$ cat config.mk
export PLATFORM = sky130hd
export DESIGN_NAME = clock_div_ctrl
export DESIGN_NICKNAME = d
export VERILOG_FILES = /design/src/rtl/clock_div_pkg.sv /design/src/rtl/clock_div_counter.sv /design/src/rtl/clock_div_ctrl.sv
export SDC_FILE = /design/constraint.sdc
export NUM_CORES = 1
export LEC_CHECK = 0
export BUFFER_PORTS_ARGS = -buffer_cell sky130_fd_sc_hd__buf_4
export CORE_ASPECT_RATIO = 1.2
export CORE_UTILIZATION = 51
export CTS_CLUSTER_DIAMETER = 40
export CTS_CLUSTER_SIZE = 24
export DETAILED_ROUTE_END_ITERATION = 16
export MAX_ROUTING_LAYER = met4
export PLACE_DENSITY = 0.82
export SKIP_LAST_GASP = 1
export SLEW_MARGIN = 20
export SYNTH_ARGS = -nofsm -noshare
export SYNTH_HDL_FRONTEND = slang
export SYNTH_SLANG_ARGS = --single-unit
$ cat constraint.sdc
create_clock -name clock -period 2.4 [get_ports clock]
set_input_delay 0.48 -clock clock [delete_from_list [all_inputs] [get_ports clock]]
set_output_delay 0.48 -clock clock [all_outputs]
set_load 0.005 [all_outputs]
$ cat src/rtl/clock_div_pkg.sv
// Shared state encoding, default sizing and helpers for the clock divider
// controller.
package clock_div_pkg;

   typedef enum logic [1:0] {
      RUN   = 2'd0,
      DRAIN = 2'd1,
      QUIET = 2'd2
   } state_t;

   localparam int DEF_WIDTH        = 8;
   localparam int DEF_QUIET_CYCLES = 2;

   function automatic logic [31:0] half(input logic [31:0] n);
      return n >> 1;
   endfunction

endpackage

$ cat src/rtl/clock_div_counter.sv
// Wrapping period counter for the clock divider: counts 0..limit-1, held at 0
// for limits below 2, with a synchronous load-to-zero and a terminal flag.
module clock_div_counter
   import clock_div_pkg::*;
#(
   parameter int WIDTH = DEF_WIDTH
) (
   input  logic             clock,
   input  logic             reset,
   input  logic             i_load_zero,
   input  logic             i_en,
   input  logic [WIDTH-1:0] i_limit,
   output logic [WIDTH-1:0] o_cnt,
   output logic             o_term
);

   logic [WIDTH-1:0] r_cnt;
   logic [WIDTH-1:0] w_cnt_nxt;
   logic             w_counting;

   assign w_counting = (i_limit >= WIDTH'(2));
   assign o_term     = w_counting && (r_cnt == (i_limit - WIDTH'(1)));
   assign o_cnt      = r_cnt;

   // Next count value.
   always_comb begin
      w_cnt_nxt = r_cnt;
      if (i_load_zero || !w_counting) begin
         w_cnt_nxt = '0;
      end else if (i_en) begin
         if (o_term) begin
            w_cnt_nxt = '0;
         end else begin
            w_cnt_nxt = r_cnt + WIDTH'(1);
         end
      end else begin
         w_cnt_nxt = r_cnt;
      end
   end

   // Count register.
   always_ff @(posedge clock or negedge reset) begin
      if (!reset) begin
         r_cnt <= '0;
      end else begin
         r_cnt <= w_cnt_nxt;
      end
   end

endmodule

$ cat src/rtl/clock_div_ctrl.sv
// Clock divider control stage: drives ClockFlop d, ClockGater enable and ClockMux2
// select, sequencing divisor switches. Optional macro: CLKDIV_SWITCH_COUNT_EN.
module clock_div_ctrl
   import clock_div_pkg::*;
#(
   parameter int WIDTH        = DEF_WIDTH,
   parameter int RESET_DIV    = 2,
   parameter int QUIET_CYCLES = DEF_QUIET_CYCLES
) (
   input  logic             clock,
   input  logic             reset,
   input  logic             div_valid,
   output logic             div_ready,
   input  logic [WIDTH-1:0] div_bits,
   output logic             flop_d,
   output logic             bypass_sel,
   output logic             gate_en,
   output logic [WIDTH-1:0] cur_div,
   output logic             busy
`ifdef CLKDIV_SWITCH_COUNT_EN
   ,
   output logic [15:0]      switch_count
`endif
);

   localparam logic [WIDTH-1:0] RST_DIV  = WIDTH'(RESET_DIV);
   localparam int               QW       = (QUIET_CYCLES > 1) ? $clog2(QUIET_CYCLES) : 1;
   localparam logic [QW-1:0]    Q_LOAD   = QW'(QUIET_CYCLES - 1);
   localparam logic             RST_GATE = (RST_DIV != '0);
   localparam logic             RST_BYP  = (RST_DIV == WIDTH'(1));

   state_t           r_state;
   state_t           w_state_nxt;
   logic [WIDTH-1:0] r_cur_div;
   logic [WIDTH-1:0] w_cur_div_nxt;
   logic [WIDTH-1:0] r_pend;
   logic [WIDTH-1:0] w_pend_nxt;
   logic [QW-1:0]    r_qcnt;
   logic [QW-1:0]    w_qcnt_nxt;
   logic             r_gate_en;
   logic             w_gate_nxt;
   logic             r_bypass_sel;
   logic             w_bypass_nxt;
   logic             r_busy;
   logic             w_busy_nxt;

   logic             w_cnt_en;
   logic             w_cnt_load0;
   logic [WIDTH-1:0] w_cnt;
   logic             w_term;
   logic             w_div_ge2;
   logic [WIDTH-1:0] w_half;

   clock_div_counter #(
      .WIDTH (WIDTH)
   ) u_counter (
      .clock       (clock),
      .reset       (reset),
      .i_load_zero (w_cnt_load0),
      .i_en        (w_cnt_en),
      .i_limit     (r_cur_div),
      .o_cnt       (w_cnt),
      .o_term      (w_term)
   );

   assign w_div_ge2  = (r_cur_div >= WIDTH'(2));
   assign w_half     = WIDTH'(half(32'(r_cur_div)));
   assign flop_d     = w_div_ge2 && (w_cnt < w_half);
   assign div_ready  = (r_state == RUN);
   assign bypass_sel = r_bypass_sel;
   assign gate_en    = r_gate_en;
   assign cur_div    = r_cur_div;
   assign busy       = r_busy;

   // Next-state and next-register values for the switch sequencer.
   always_comb begin
      w_state_nxt   = r_state;
      w_cur_div_nxt = r_cur_div;
      w_pend_nxt    = r_pend;
      w_qcnt_nxt    = r_qcnt;
      w_gate_nxt    = r_gate_en;
      w_bypass_nxt  = r_bypass_sel;
      w_busy_nxt    = r_busy;
      w_cnt_en      = 1'b0;
      w_cnt_load0   = 1'b0;
      case (r_state)
         RUN: begin
            if (div_valid) begin
               w_pend_nxt = div_bits;
               w_busy_nxt = 1'b1;
               if (w_term) begin
                  // Accepted on the last cycle of a period: flop_d is already low.
                  w_state_nxt = QUIET;
                  w_gate_nxt  = 1'b0;
                  w_qcnt_nxt  = Q_LOAD;
               end else begin
                  w_state_nxt = DRAIN;
                  w_cnt_en    = 1'b1;
               end
            end else begin
               w_cnt_en = 1'b1;
            end
         end
         DRAIN: begin
            if (w_term || !w_div_ge2) begin
               // Freeze the counter on N-1 so flop_d stays low while gated off.
               w_state_nxt = QUIET;
               w_gate_nxt  = 1'b0;
               w_qcnt_nxt  = Q_LOAD;
            end else begin
               w_cnt_en = 1'b1;
            end
         end
         QUIET: begin
            w_bypass_nxt = (r_pend == WIDTH'(1));
            if (r_qcnt == '0) begin
               w_state_nxt   = RUN;
               w_cur_div_nxt = r_pend;
               w_cnt_load0   = 1'b1;
               w_gate_nxt    = (r_pend != '0);
               w_busy_nxt    = 1'b0;
            end else begin
               w_qcnt_nxt = r_qcnt - QW'(1);
            end
         end
         default: begin
            w_state_nxt = RUN;
            w_busy_nxt  = 1'b0;
            w_cnt_load0 = 1'b1;
         end
      endcase
   end

   // Sequencer state and clock-control registers.
   always_ff @(posedge clock or negedge reset) begin
      if (!reset) begin
         r_state      <= RUN;
         r_cur_div    <= RST_DIV;
         r_pend       <= RST_DIV;
         r_qcnt       <= '0;
         r_gate_en    <= RST_GATE;
         r_bypass_sel <= RST_BYP;
         r_busy       <= 1'b0;
      end else begin
         r_state      <= w_state_nxt;
         r_cur_div    <= w_cur_div_nxt;
         r_pend       <= w_pend_nxt;
         r_qcnt       <= w_qcnt_nxt;
         r_gate_en    <= w_gate_nxt;
         r_bypass_sel <= w_bypass_nxt;
         r_busy       <= w_busy_nxt;
      end
   end

`ifdef CLKDIV_SWITCH_COUNT_EN
   logic [15:0] r_switch_count;

   assign switch_count = r_switch_count;

   // Completed-switch counter, bumped on each return to RUN from QUIET.
   always_ff @(posedge clock or negedge reset) begin
      if (!reset) begin
         r_switch_count <= 16'd0;
      end else if ((r_state == QUIET) && (r_qcnt == '0)) begin
         r_switch_count <= r_switch_count + 16'd1;
      end else begin
         r_switch_count <= r_switch_count;
      end
   end
`endif

endmodule

==> metrics.txt, run 1 <==
synthesized area per cell=a little under 10 um2; total power divided by cell area=between 1000 and 1500 mW/mm2; # diodes=0; end-of-flow core utilization=between 70% and 80%; kind of critical path=reg2out; total routing usage reported by global routing=around a quarter; initial core utilization=between 50% and 60%; DRC violation count after routing=0; unrepaired setup endpoints after global routing=true; Worst R2R Path Depth=10; FILL cells=around 230; boundary pin count=24; wire length of the first global-routing pass=between 6 and 7 mm; arithmetic-cell share of the synthesized area counting full adders, half adders and majority gates=around 6.5%; crit-path most repeated cell=sky130_fd_sc_hd__a21o_1; Max-slew headroom=74.05%; clock insertion delay at the later pin of the skew report=around 0.35 ns; clk buf depth=2; Post-Synth Simple-Gate Area=roughly 18%; Achievable Freq=between 300 and 400 MHz; initial antenna violation count=0; count of state elements after synthesis=30; die area=~0.0036 mm2; worst IR drop on VDD=1.004 mV; total number of yosys warnings=0; cell chain of the critical path=inv_2 -> ha_4 -> a21o_1 -> a21o_1 -> a21o_1 -> a21o_1 -> a21o_1 -> a2111oi_4 -> buf_4; Min Hold Slack=0.04282 ns; number of buffers added to fix hold violations after cts=0; most frequent cells after synthesis=27 x sky130_fd_sc_hd__dfrtp_1, 25 x sky130_fd_sc_hd__nand2_1, 13 x sky130_fd_sc_hd__o21ai_0; antenna-violating nets left=0; path class of the lowest-slack min-delay path=in2async; critical register-to-register path startpoint=cur_div[2]; Critical Path Sink=flop_d; average wire per standard cell=~16 um; number of synthesized flops with an enable pin=0; Die Width=between 50 and 60 um; cell leakage power=1.059 nW; fraction of the cycle the final worst path needs=113.6%; Pre-antenna DRT Iters=4; largest net degree at the start of global routing=31; max-slew violations=0; Layout Nets=around 240; count of mapped cells out of synthesis=between 150 and 200; TritonCTS clock tree=yes; grt total ovfl=0; post-layout minimum cycle time=roughly 2.7 ns; violations in the final reports=setup timing; post-layout instance count excluding filler cells=260; number of nets produced by synthesis=196; dominant cells by area after synthesis=sky130_fd_sc_hd__dfrtp_1 39%, sky130_fd_sc_hd__ha_1 6.5%, sky130_fd_sc_hd__xnor2_1 6.1%; cell with the largest stage delay on the worst path=sky130_fd_sc_hd__dfrtp_2; Max Clock Skew=0.01040 ns; critical path required time=roughly 1.9 ns; buffers and inverters on the worst path=2; area share of the largest cell type after synthesis=between 30% and 40%; via count of the first global-routing pass=1,497; vias after detailed routing=1,477; total number of H-tree levels=2; Critical Path End Type=output port; post-place instance area=0.002038 mm2; fraction of layout cells with a size suffix above 1=a little over a third; area delta synth->final=31.16%; number of clock buffers inserted by TritonCTS=5; run status=finished, violations left; Total Routed Length=around 4.0 mm; number of core rows=22; slowest stage delay, CP=between 0.4 and 0.5 ns; register area share after synthesis=a little over two fifths; multiplexer fraction of the synthesized cell area=6.957%; clock sink count=30; netlist area before placement=0.001727 mm2; final-layout setup total negative slack=-0.3270 ns; height of the die=65.74 um; Post-Layout Inst Area=around 0.0023 mm2; compound-cell area share of the yosys netlist=between 15 and 20%; cell with the most instances after synthesis=sky130_fd_sc_hd__dfrtp_1; worst path setup slack after routing=-0.3270 ns; HPWL after detailed placement=approximately 2.9 mm; setup slack after placement=-0.08108 ns; async set-or-reset flop fraction in the synthesized netlist=between 90% and 100%; worst setup path start=cur_div[2]; total instance count after detailed placement=approximately 250; count of unique library cells instantiated by Yosys=between 40 and 50; Hold Fails Final Rpt=0; kind of cell adding the most delay to the critical path=compound AO/OA/AOI/OAI gates; port bufs=23; critical path arrival=2.25 ns; placeable core area=around 0.0031 mm2; Crit path depth=9; dominant combinational cell family by area after synthesis=simple AND/OR/NAND/NOR gates; Final setup violation count=1; number of violations reported at the end of detailed-routing iteration 0=between 40 and 50; clock-pin slew reported for the worst setup and hold paths after clock tree synthesis=0.11 ns; Max FO, Critical Path=2; final weighted congestion in routability-driven placement=roughly 0.9; Final Power=3.237 mW; top flip-flop cell by instance count after synthesis=sky130_fd_sc_hd__dfrtp_1; R2R setup slack=about 0.10 ns; endpoint of the lowest-slack register-to-register path=u_counter.o_cnt[5]; cell type with the largest total area after synthesis=sky130_fd_sc_hd__dfrtp_1; pin slew with the least headroom to its limit=0.3893 ns; number of max-cap violations=0; sort of element at the start of the critical path=flop; XOR/XNOR Fraction of Synth Area=~6%; post-DR vias/cell=between 5 and 6; CTS Root Buffer Type=sky130_fd_sc_hd__clkbuf_4
## worst min path at each step
| stage | endpoint | slack (ns) | depth (start not counted) |
|---|---|---|---|
| 2_1_floorplan | busy | 0.18 | 0 |
| 3_3_place_gp | u_counter.o_cnt[5] | 0.42 | 1 |
| 3_5_place_dp | u_counter.o_cnt[5] | 0.43 | 1 |
| 4_1_cts | r_state[0] | 0.06 | 1 |
| 5_1_grt | r_state[0] | 0.06 | 1 |
| 6_report | r_state[0] | 0.04 | 1 |
## final cells by class
cell class	instances	area, um2	area share [%]
multi-input combinational	132	984.7	43.48
clock inverter	2	60.06	2.652
tap	36	45.04	1.989
inverter	11	41.29	1.823
timing repair buffer	43	326.6	14.42
sequential	30	755.7	33.37
clock buffer	6	51.30	2.265
## registers in the layout (all words and copies together), names as in the netlist
name,flops
r_state,2
r_pend,8
gate_en,1
bypass_sel,1
u_counter.o_cnt,8
busy,1
cur_div,8
r_qcnt,1
## kinds of logic after synthesis
family / count (synthesis)
compound gates: 38
fa+ha+maj: 9
mux: 11
buf+inv: 14
simple gates: 62
xor+xnor: 12
flops: 30
## placed cells by master (no fill, tap or decap), types with 7 or more instances in the layout
cell type                 count
sky130_fd_sc_hd__xnor2_1     12
sky130_fd_sc_hd__nand2_1     24
sky130_fd_sc_hd__a21o_1       7
sky130_fd_sc_hd__dfrtp_1     26
sky130_fd_sc_hd__o21ai_0     11
sky130_fd_sc_hd__ha_1         7
sky130_fd_sc_hd__inv_1        9
sky130_fd_sc_hd__nor2_1      10
sky130_fd_sc_hd__mux2_2       8
sky130_fd_sc_hd__buf_4       42
## metal layers
layer	part of all wire, %	GRT usage (%)
met5	0	-
met4	3.3	11.25
met3	4.4	5.093
met2	51	42.92
met1	41	31.18
## power by group
group	internal (mW)	total [mW]	switching [mW]	leakage, nW
combinational	0.957	1.76	0.801	0.634
clock	0.353	0.547	0.194	0.0585
sequential	0.726	0.932	0.207	0.367
## repair_timing
action | in CTS | in global routing
hold endpoints to repair | 0 | 0
gates resized for setup | 3 | 10
setup endpoints to repair | 3 | 12
pin swaps | 8 | 4
setup buffers | 2 | 5
## worst reg2reg max path, cell delays in order, from the launching register on
cell	delay [ns]
sky130_fd_sc_hd__dfrtp_2	0.42
sky130_fd_sc_hd__buf_4	0.13
sky130_fd_sc_hd__buf_4	0.16
sky130_fd_sc_hd__nor3_4	0.18
sky130_fd_sc_hd__xnor2_1	0.12
sky130_fd_sc_hd__nor4_2	0.32
sky130_fd_sc_hd__o2111ai_2	0.19
sky130_fd_sc_hd__buf_4	0.19
sky130_fd_sc_hd__o22ai_4	0.20
sky130_fd_sc_hd__o21ba_2	0.20
sky130_fd_sc_hd__mux2i_1	0.13
(Power assumes the default switching activity.)
==> inputs of run 2 (changes only) <==
--- a/config.mk
+++ b/config.mk
@@ -6,13 +6,15 @@
 export NUM_CORES = 1
 export LEC_CHECK = 0
 export BUFFER_PORTS_ARGS = -buffer_cell sky130_fd_sc_hd__buf_4
+export CELL_PAD_IN_SITES_DETAIL_PLACEMENT = 0
+export CELL_PAD_IN_SITES_GLOBAL_PLACEMENT = 1
 export CORE_ASPECT_RATIO = 1.2
-export CORE_UTILIZATION = 51
+export CORE_UTILIZATION = 39
 export CTS_CLUSTER_DIAMETER = 40
 export CTS_CLUSTER_SIZE = 24
 export DETAILED_ROUTE_END_ITERATION = 16
 export MAX_ROUTING_LAYER = met4
-export PLACE_DENSITY = 0.82
+export PLACE_DENSITY = 0.79
 export SKIP_LAST_GASP = 1
 export SLEW_MARGIN = 20
 export SYNTH_ARGS = -nofsm -noshare
==> metrics.txt, run 2 (same netlist as run 1, synthesis figures left out) <==
TritonCTS clock tree=yes (unchanged); max-slew violations=0 (unchanged); Comb power frac=54.7% (was 54.3%); fraction of layout cells with a size suffix above 1=33.33% (was 35.71%); vias after detailed routing=1,410 (was 1,477); Max Clock Skew=0.01491 ns (was 0.01040 ns); number of max-cap violations=0 (unchanged); grt total ovfl=0 (unchanged); die area=0.004699 mm2 (was 0.003623 mm2); Hold Fails Final Rpt=0 (unchanged); Final Power=3.012 mW (was 3.237 mW); initial core utilization=40.52% (was 55.02%); unrepaired setup endpoints after global routing=true (unchanged); critical path required time=1.92 ns (about the same); post-layout minimum cycle time=2.665 ns (was 2.727 ns); DRC violation count after routing=0 (unchanged); HPWL after detailed placement=2.967 mm (was 2.945 mm); placeable core area=0.004262 mm2 (was 0.003138 mm2); clock network power share=14.4% (was 16.9%); CTS Root Buffer Type=sky130_fd_sc_hd__clkbuf_8 (was sky130_fd_sc_hd__clkbuf_4); pin slew with the least headroom to its limit=0.3757 ns (was 0.3893 ns); switching portion of total power=38.12% (was 37.11%); clock sink count=30 (unchanged); Total Routed Length=3.859 mm (was 4.039 mm); height of the die=74.89 um (was 65.74 um); initial antenna violation count=0 (unchanged); Critical Path End Type=output port (unchanged); critical register-to-register path startpoint=cur_div[1] (was cur_div[2]); Die Width=62.74 um (was 55.12 um); worst IR drop on VDD=0.6688 mV (was 1.004 mV); cell leakage power=1.021 nW (was 1.059 nW); number of buffers added to fix hold violations after cts=0 (unchanged); worst path setup slack after routing=-0.2653 ns (was -0.3270 ns); Pre-antenna DRT Iters=4 (unchanged); most common cell after layout, fill and taps aside=sky130_fd_sc_hd__buf_4 (unchanged); kind of critical path=reg2out (unchanged); # diodes=0 (unchanged); fraction of the cycle the final worst path needs=111.1% (was 113.6%); clk buf depth=2 (unchanged); final weighted congestion in routability-driven placement=0.8368 (was 0.8855); antenna-violating nets left=0 (unchanged); sequential share of power=30.9% (was 28.8%); total number of H-tree levels=2 (unchanged); Power Internal=1.864 mW (was 2.036 mW); Achievable Freq=375.2 MHz (was 366.7 MHz); wire length of the first global-routing pass=6.499 mm (was 6.596 mm); path class of the lowest-slack min-delay path=in2async (unchanged); area delta synth->final=28.12% (was 31.16%); boundary pin count=24 (unchanged); final-layout setup total negative slack=-0.2653 ns (was -0.3270 ns); number of clock buffers inserted by TritonCTS=5 (unchanged); most frequent cells in the layout=37 x sky130_fd_sc_hd__buf_4, 26 x sky130_fd_sc_hd__dfrtp_1, 24 x sky130_fd_sc_hd__nand2_1, 13 x sky130_fd_sc_hd__o21ai_0, 12 x sky130_fd_sc_hd__xnor2_1 (was 42 x sky130_fd_sc_hd__buf_4, 26 x sky130_fd_sc_hd__dfrtp_1, 24 x sky130_fd_sc_hd__nand2_1, 12 x sky130_fd_sc_hd__xnor2_1, 11 x sky130_fd_sc_hd__o21ai_0); clock insertion delay at the later pin of the skew report=0.29 ns (was 0.35 ns); worst setup path start=cur_div[2] (unchanged); number of core rows=26 (was 22); end-of-flow core utilization=51.91% (was 72.17%); critical path arrival=2.19 ns (was 2.25 ns); Max FO, Critical Path=2 (unchanged); port bufs=23 (unchanged); clock-pin slew reported for the worst setup and hold paths after clock tree synthesis=0.07 ns (was 0.11 ns); via count of the first global-routing pass=1,465 (was 1,497); number of buffers inserted by post-CTS setup repair=0 (was 2); sort of element at the start of the critical path=flop (unchanged); total power divided by cell area=1362 mW/mm2 (was 1429 mW/mm2); Final setup violation count=1 (unchanged); number of violations reported at the end of detailed-routing iteration 0=24 (was 42); violations in the final reports=setup timing (unchanged); Max-slew headroom=74.95% (was 74.05%); net load switching power=1.148 mW (was 1.201 mW); Layout Nets=238 (was 243); total routing usage reported by global routing=18.81% (was 26.45%); run status=finished, violations left (unchanged); largest net degree at the start of global routing=31 (unchanged); average wire per standard cell=14.03 um (was 15.53 um); post-DR vias/cell=5.127 (was 5.681)
[run 2: changes by cell type in the layout (fill, tap and decap cells not counted), moves of 2 or more]
cell	before	now
sky130_fd_sc_hd__buf_4	42	37
sky130_fd_sc_hd__bufinv_16	2	0
sky130_fd_sc_hd__clkbuf_4	5	0
sky130_fd_sc_hd__clkbuf_8	1	6
sky130_fd_sc_hd__o21ai_0	11	13
[run 2: final timing paths]
path                                    to  cells past startpoint  slack, ns
worst max-delay path                flop_d                      9      -0.27
worst min-delay path            cur_div[7]                      1       0.11
worst max register to register     gate_en                      8       0.11
worst min register to register  bypass_sel                      2       0.51
max in group asynchronous       cur_div[1]                      1       1.98
min in group clock               r_pend[4]                      2       0.42
[run 2: per-layer routing]
| metal | share of wire [%] | track usage, % |
|---|---|---|
| met1 | 45 | 19.92 |
| met2 | 50 | 34.18 |
| met3 | 3.0 | 3.939 |
| met4 | 1.6 | 8.269 |
| met5 | 0 | - |
[run 2: power by group through the flow]
stage          clock network [mW]  logic [mW]  registers [mW]
4_1_cts                     0.448        1.65           0.933
3_3_place_gp                    0        1.55           0.924
5_1_grt                     0.472        1.81           0.963
6_report                    0.434        1.65           0.931
3_5_place_dp                    0        1.59           0.935
2_1_floorplan                   0       0.997           0.933
[run 2: worst max-delay path, cell delays in order (launching register included)]
cell	delay [ns]
sky130_fd_sc_hd__dfrtp_2	0.41
sky130_fd_sc_hd__inv_2	0.07
sky130_fd_sc_hd__ha_4	0.19
sky130_fd_sc_hd__a21o_1	0.16
sky130_fd_sc_hd__a21o_1	0.15
sky130_fd_sc_hd__a21o_1	0.14
sky130_fd_sc_hd__a21o_1	0.15
sky130_fd_sc_hd__a21o_1	0.17
sky130_fd_sc_hd__a2111oi_4	0.29
sky130_fd_sc_hd__buf_4	0.16
[run 2: layout make-up]
type	count	area (um2)
Inverter	11	41.29
Tap cell	56	70.07
Multi-Input combinational cell	132	960.9
Clock inverter	2	12.51
Sequential cell	30	755.7
Fill cell	400	2049
Timing Repair Buffer	38	289.0
Clock buffer	6	82.58
[run 2: metrics by stage]
stage,hold WS [ns],setup slack (ns),cells,instance area [um2]
finish,0.1071,-0.2653,275,2212
global route,0.1331,-0.3547,275,2212
CTS,0.1158,-0.3380,275,2198
detailed placement,0.4312,-0.07278,267,2078
global placement,0.4301,-0.06243,267,2078
floorplan,0.1844,0.02585,176,1734
[run 2: what timing repair did]
action                     4_1_cts  5_1_grt
setup endpoints to repair        1       12
gates resized for setup          3        3
gates cloned                     0        0
pin swaps                        7        5
==> inputs of run 3 (changes only) <==
--- a/config.mk
+++ b/config.mk
@@ -9,12 +9,12 @@
 export CELL_PAD_IN_SITES_DETAIL_PLACEMENT = 0
 export CELL_PAD_IN_SITES_GLOBAL_PLACEMENT = 1
 export CORE_ASPECT_RATIO = 1.2
-export CORE_UTILIZATION = 39
+export CORE_UTILIZATION = 47
 export CTS_CLUSTER_DIAMETER = 40
 export CTS_CLUSTER_SIZE = 24
 export DETAILED_ROUTE_END_ITERATION = 16
 export MAX_ROUTING_LAYER = met4
-export PLACE_DENSITY = 0.79
+export PLACE_DENSITY = 0.89
 export SKIP_LAST_GASP = 1
 export SLEW_MARGIN = 20
 export SYNTH_ARGS = -nofsm -noshare
==> constraint.sdc (replaced) <==
create_clock -name clock -period 3.25 [get_ports clock]
set_input_delay 0.65 -clock clock [delete_from_list [all_inputs] [get_ports clock]]
set_output_delay 0.65 -clock clock [all_outputs]
set_load 0.005 [all_outputs]
==> metrics.txt, run 3 (same netlist as run 1, synthesis figures left out) <==
run status=finished, violations left (unchanged); violations in the final reports=DRC (was setup timing); worst IR drop on VDD=0.5715 mV (was 0.6688 mV); cell leakage power=0.9644 nW (was 1.021 nW); Final Power=2.137 mW (was 3.012 mW); Max FO, Critical Path=5 (was 2); critical path required time=2.60 ns (was 1.92 ns); Hold Fails Final Rpt=0 (unchanged); cell chain of the critical path=ha_1 -> a21o_1 -> a21o_1 -> a21o_1 -> a21o_1 -> a21o_1 -> a2111oi_1 -> buf_4 (was inv_2 -> ha_4 -> a21o_1 -> a21o_1 -> a21o_1 -> a21o_1 -> a21o_1 -> a2111oi_4 -> buf_4); Critical Path End Type=output port (unchanged); fraction of layout cells with a size suffix above 1=26.21% (was 33.33%); R2R setup slack=0.59 ns (was 0.11 ns); post-layout minimum cycle time=between 3 and 4 ns; crit-path most repeated cell=sky130_fd_sc_hd__a21o_1 (unchanged); number of violations reported at the end of detailed-routing iteration 0=51 (was 24); average wire per standard cell=15.49 um (was 14.03 um); cell with the largest stage delay on the worst path=sky130_fd_sc_hd__dfrtp_1 (was sky130_fd_sc_hd__dfrtp_2); final-layout setup total negative slack=0 ns (was -0.2653 ns); Final setup violation count=0 (was 1); Pre-antenna DRT Iters=10 (was 4); total routing usage reported by global routing=23.46% (was 18.81%); grt total ovfl=0 (unchanged); path class of the lowest-slack min-delay path=in2async (unchanged); critical register-to-register path startpoint=cur_div[1] (unchanged); initial core utilization=50.42% (was 40.52%); most common cell after layout, fill and taps aside=sky130_fd_sc_hd__dfrtp_1 (was sky130_fd_sc_hd__buf_4); fraction of the cycle the final worst path needs=approximately 96%; setup slack after placement=0.4912 ns (was -0.07278 ns); HPWL after detailed placement=2.781 mm (was 2.967 mm); post-layout instance count excluding filler cells=243 (was 275); met1 track demand over resource in global routing=26.54% (was 19.92%); clock sink count=30 (unchanged); number of buffers inserted by post-CTS setup repair=0 (unchanged); kind of cell adding the most delay to the critical path=compound AO/OA/AOI/OAI gates (unchanged); slowest stage delay, CP=0.43 ns (was 0.41 ns); pin slew with the least headroom to its limit=1.011 ns (was 0.3757 ns); most frequent cells in the layout=27 x sky130_fd_sc_hd__dfrtp_1, 25 x sky130_fd_sc_hd__nand2_1, 25 x sky130_fd_sc_hd__buf_4, 13 x sky130_fd_sc_hd__o21ai_0, 12 x sky130_fd_sc_hd__xnor2_1 (was 37 x sky130_fd_sc_hd__buf_4, 26 x sky130_fd_sc_hd__dfrtp_1, 24 x sky130_fd_sc_hd__nand2_1, 13 x sky130_fd_sc_hd__o21ai_0, 12 x sky130_fd_sc_hd__xnor2_1); number of max-cap violations=0 (unchanged); die area=0.003921 mm2 (was 0.004699 mm2); clock insertion delay at the later pin of the skew report=0.28 ns (was 0.29 ns); met2 track demand over resource=40.88% (was 34.18%); total number of H-tree levels=2 (unchanged); via count of the first global-routing pass=1,412 (was 1,465); Max-slew headroom=32.33% (was 74.95%); TritonCTS clock tree=yes (unchanged); critical path arrival=2.46 ns (was 2.19 ns); total power divided by cell area=1034 mW/mm2 (was 1362 mW/mm2); unrepaired setup endpoints after global routing=false (was true); vias after detailed routing=1,391 (was 1,410); number of core rows=23 (was 26); placeable core area=0.003425 mm2 (was 0.004262 mm2); worst path setup slack after routing=0.1417 ns (was -0.2653 ns); port bufs=23 (unchanged); clk buf depth=2 (unchanged); CTS Root Buffer Type=sky130_fd_sc_hd__clkbuf_8 (unchanged); Layout Nets=225 (was 238); total instance count after detailed placement=235 (was 267); endpoint of the lowest-slack register-to-register path=gate_en (unchanged); post-DR vias/cell=5.724 (was 5.127); Achievable Freq=about 320 MHz; wire length of the first global-routing pass=6.589 mm (was 6.499 mm); number of buffers added to fix hold violations after cts=0 (unchanged); area delta synth->final=19.71% (was 28.12%); DRC violation count after routing=2 (was 0); number of clock buffers inserted by TritonCTS=5 (unchanged); largest net degree at the start of global routing=31 (unchanged); sort of element at the start of the critical path=flop (unchanged); kind of critical path=reg2out (unchanged); # diodes=0 (unchanged); Max Clock Skew=0.003016 ns (was 0.01491 ns); global route hottest layer=met2 (unchanged); buffers and inverters on the worst path=1 (was 2); post-place instance area=0.001949 mm2 (was 0.002078 mm2); initial antenna violation count=0 (unchanged); final weighted congestion in routability-driven placement=0.7862 (was 0.8368); Total Routed Length=3.765 mm (was 3.859 mm); clock-pin slew reported for the worst setup and hold paths after clock tree synthesis=0.06 ns (was 0.07 ns); height of the die=68.40 um (was 74.89 um); grt met3 use=4.726% (was 3.939%); Die Width=57.33 um (was 62.74 um); Worst R2R Path Depth=9 (was 8); boundary pin count=24 (unchanged); max-slew violations=0 (unchanged); Post-Layout Inst Area=0.002067 mm2 (was 0.002212 mm2); antenna-violating nets left=0 (unchanged)
run 3: what timing repair did:
| action | in CTS | in global routing |
|---|---|---|
| endpoints found under the setup margin | 0 | 1 |
| hold endpoints to repair | 0 | 0 |
| gates resized for setup | 0 | 1 |
run 3: how the worst max path moves through the flow:
stage / from / endpoint / slack (ns) / cells after the start
2_1_floorplan: cur_div[2] / flop_d / 0.52 / 8
6_report: u_counter.o_cnt[1] / flop_d / 0.14 / 8
4_1_cts: u_counter.o_cnt[1] / flop_d / 0.16 / 8
3_3_place_gp: u_counter.o_cnt[1] / flop_d / 0.45 / 8
5_1_grt: u_counter.o_cnt[1] / flop_d / 0.03 / 8
3_5_place_dp: u_counter.o_cnt[1] / flop_d / 0.49 / 8
run 3: layer usage:
metal,vias to the layer above,share of wire [%]
met4,0,1.7
met1,685,44
met5,-,0
met2,27,51
met3,7,3.4
li1,672,-
run 3: cell type report:
cell class | count | area [um2]
clock inverters | 1 | 30.03
well taps | 37 | 46.29
inverters | 11 | 41.29
multi-input cells | 132 | 920.9
flip-flops and latches | 30 | 754.5
clock buffers | 7 | 86.33
fillers | 305 | 1358
repair buffers | 25 | 187.7
run 3: power by group:
| group | total, mW | internal [mW] | switching [mW] | leakage (nW) |
|---|---|---|---|---|
| combinational | 1.03 | 0.552 | 0.475 | 0.538 |
| sequential | 0.722 | 0.536 | 0.185 | 0.368 |
| clock | 0.387 | 0.250 | 0.138 | 0.0585 |
run 3: worst reg2reg max path, delay by kind of cell, from the launching register on:
family / cells / cell delay [ns]
compound gates: 2 / 0.43
xor+xnor: 1 / 0.14
fa+ha+maj: 1 / 0.23
buf+inv: 1 / 0.07
flops: 1 / 0.58
simple gates: 4 / 1.13
run 3: stage by stage:
| stage | hold slack [ns] | utilization (%) |
|---|---|---|
| global route | 0.3193 | 60.36 |
| finish | 0.2824 | 60.36 |
| CTS | 0.2940 | 60.32 |
| floorplan | 0.3544 | - |
| global placement | 0.4811 | 56.92 |
| detailed placement | 0.4927 | 56.92 |
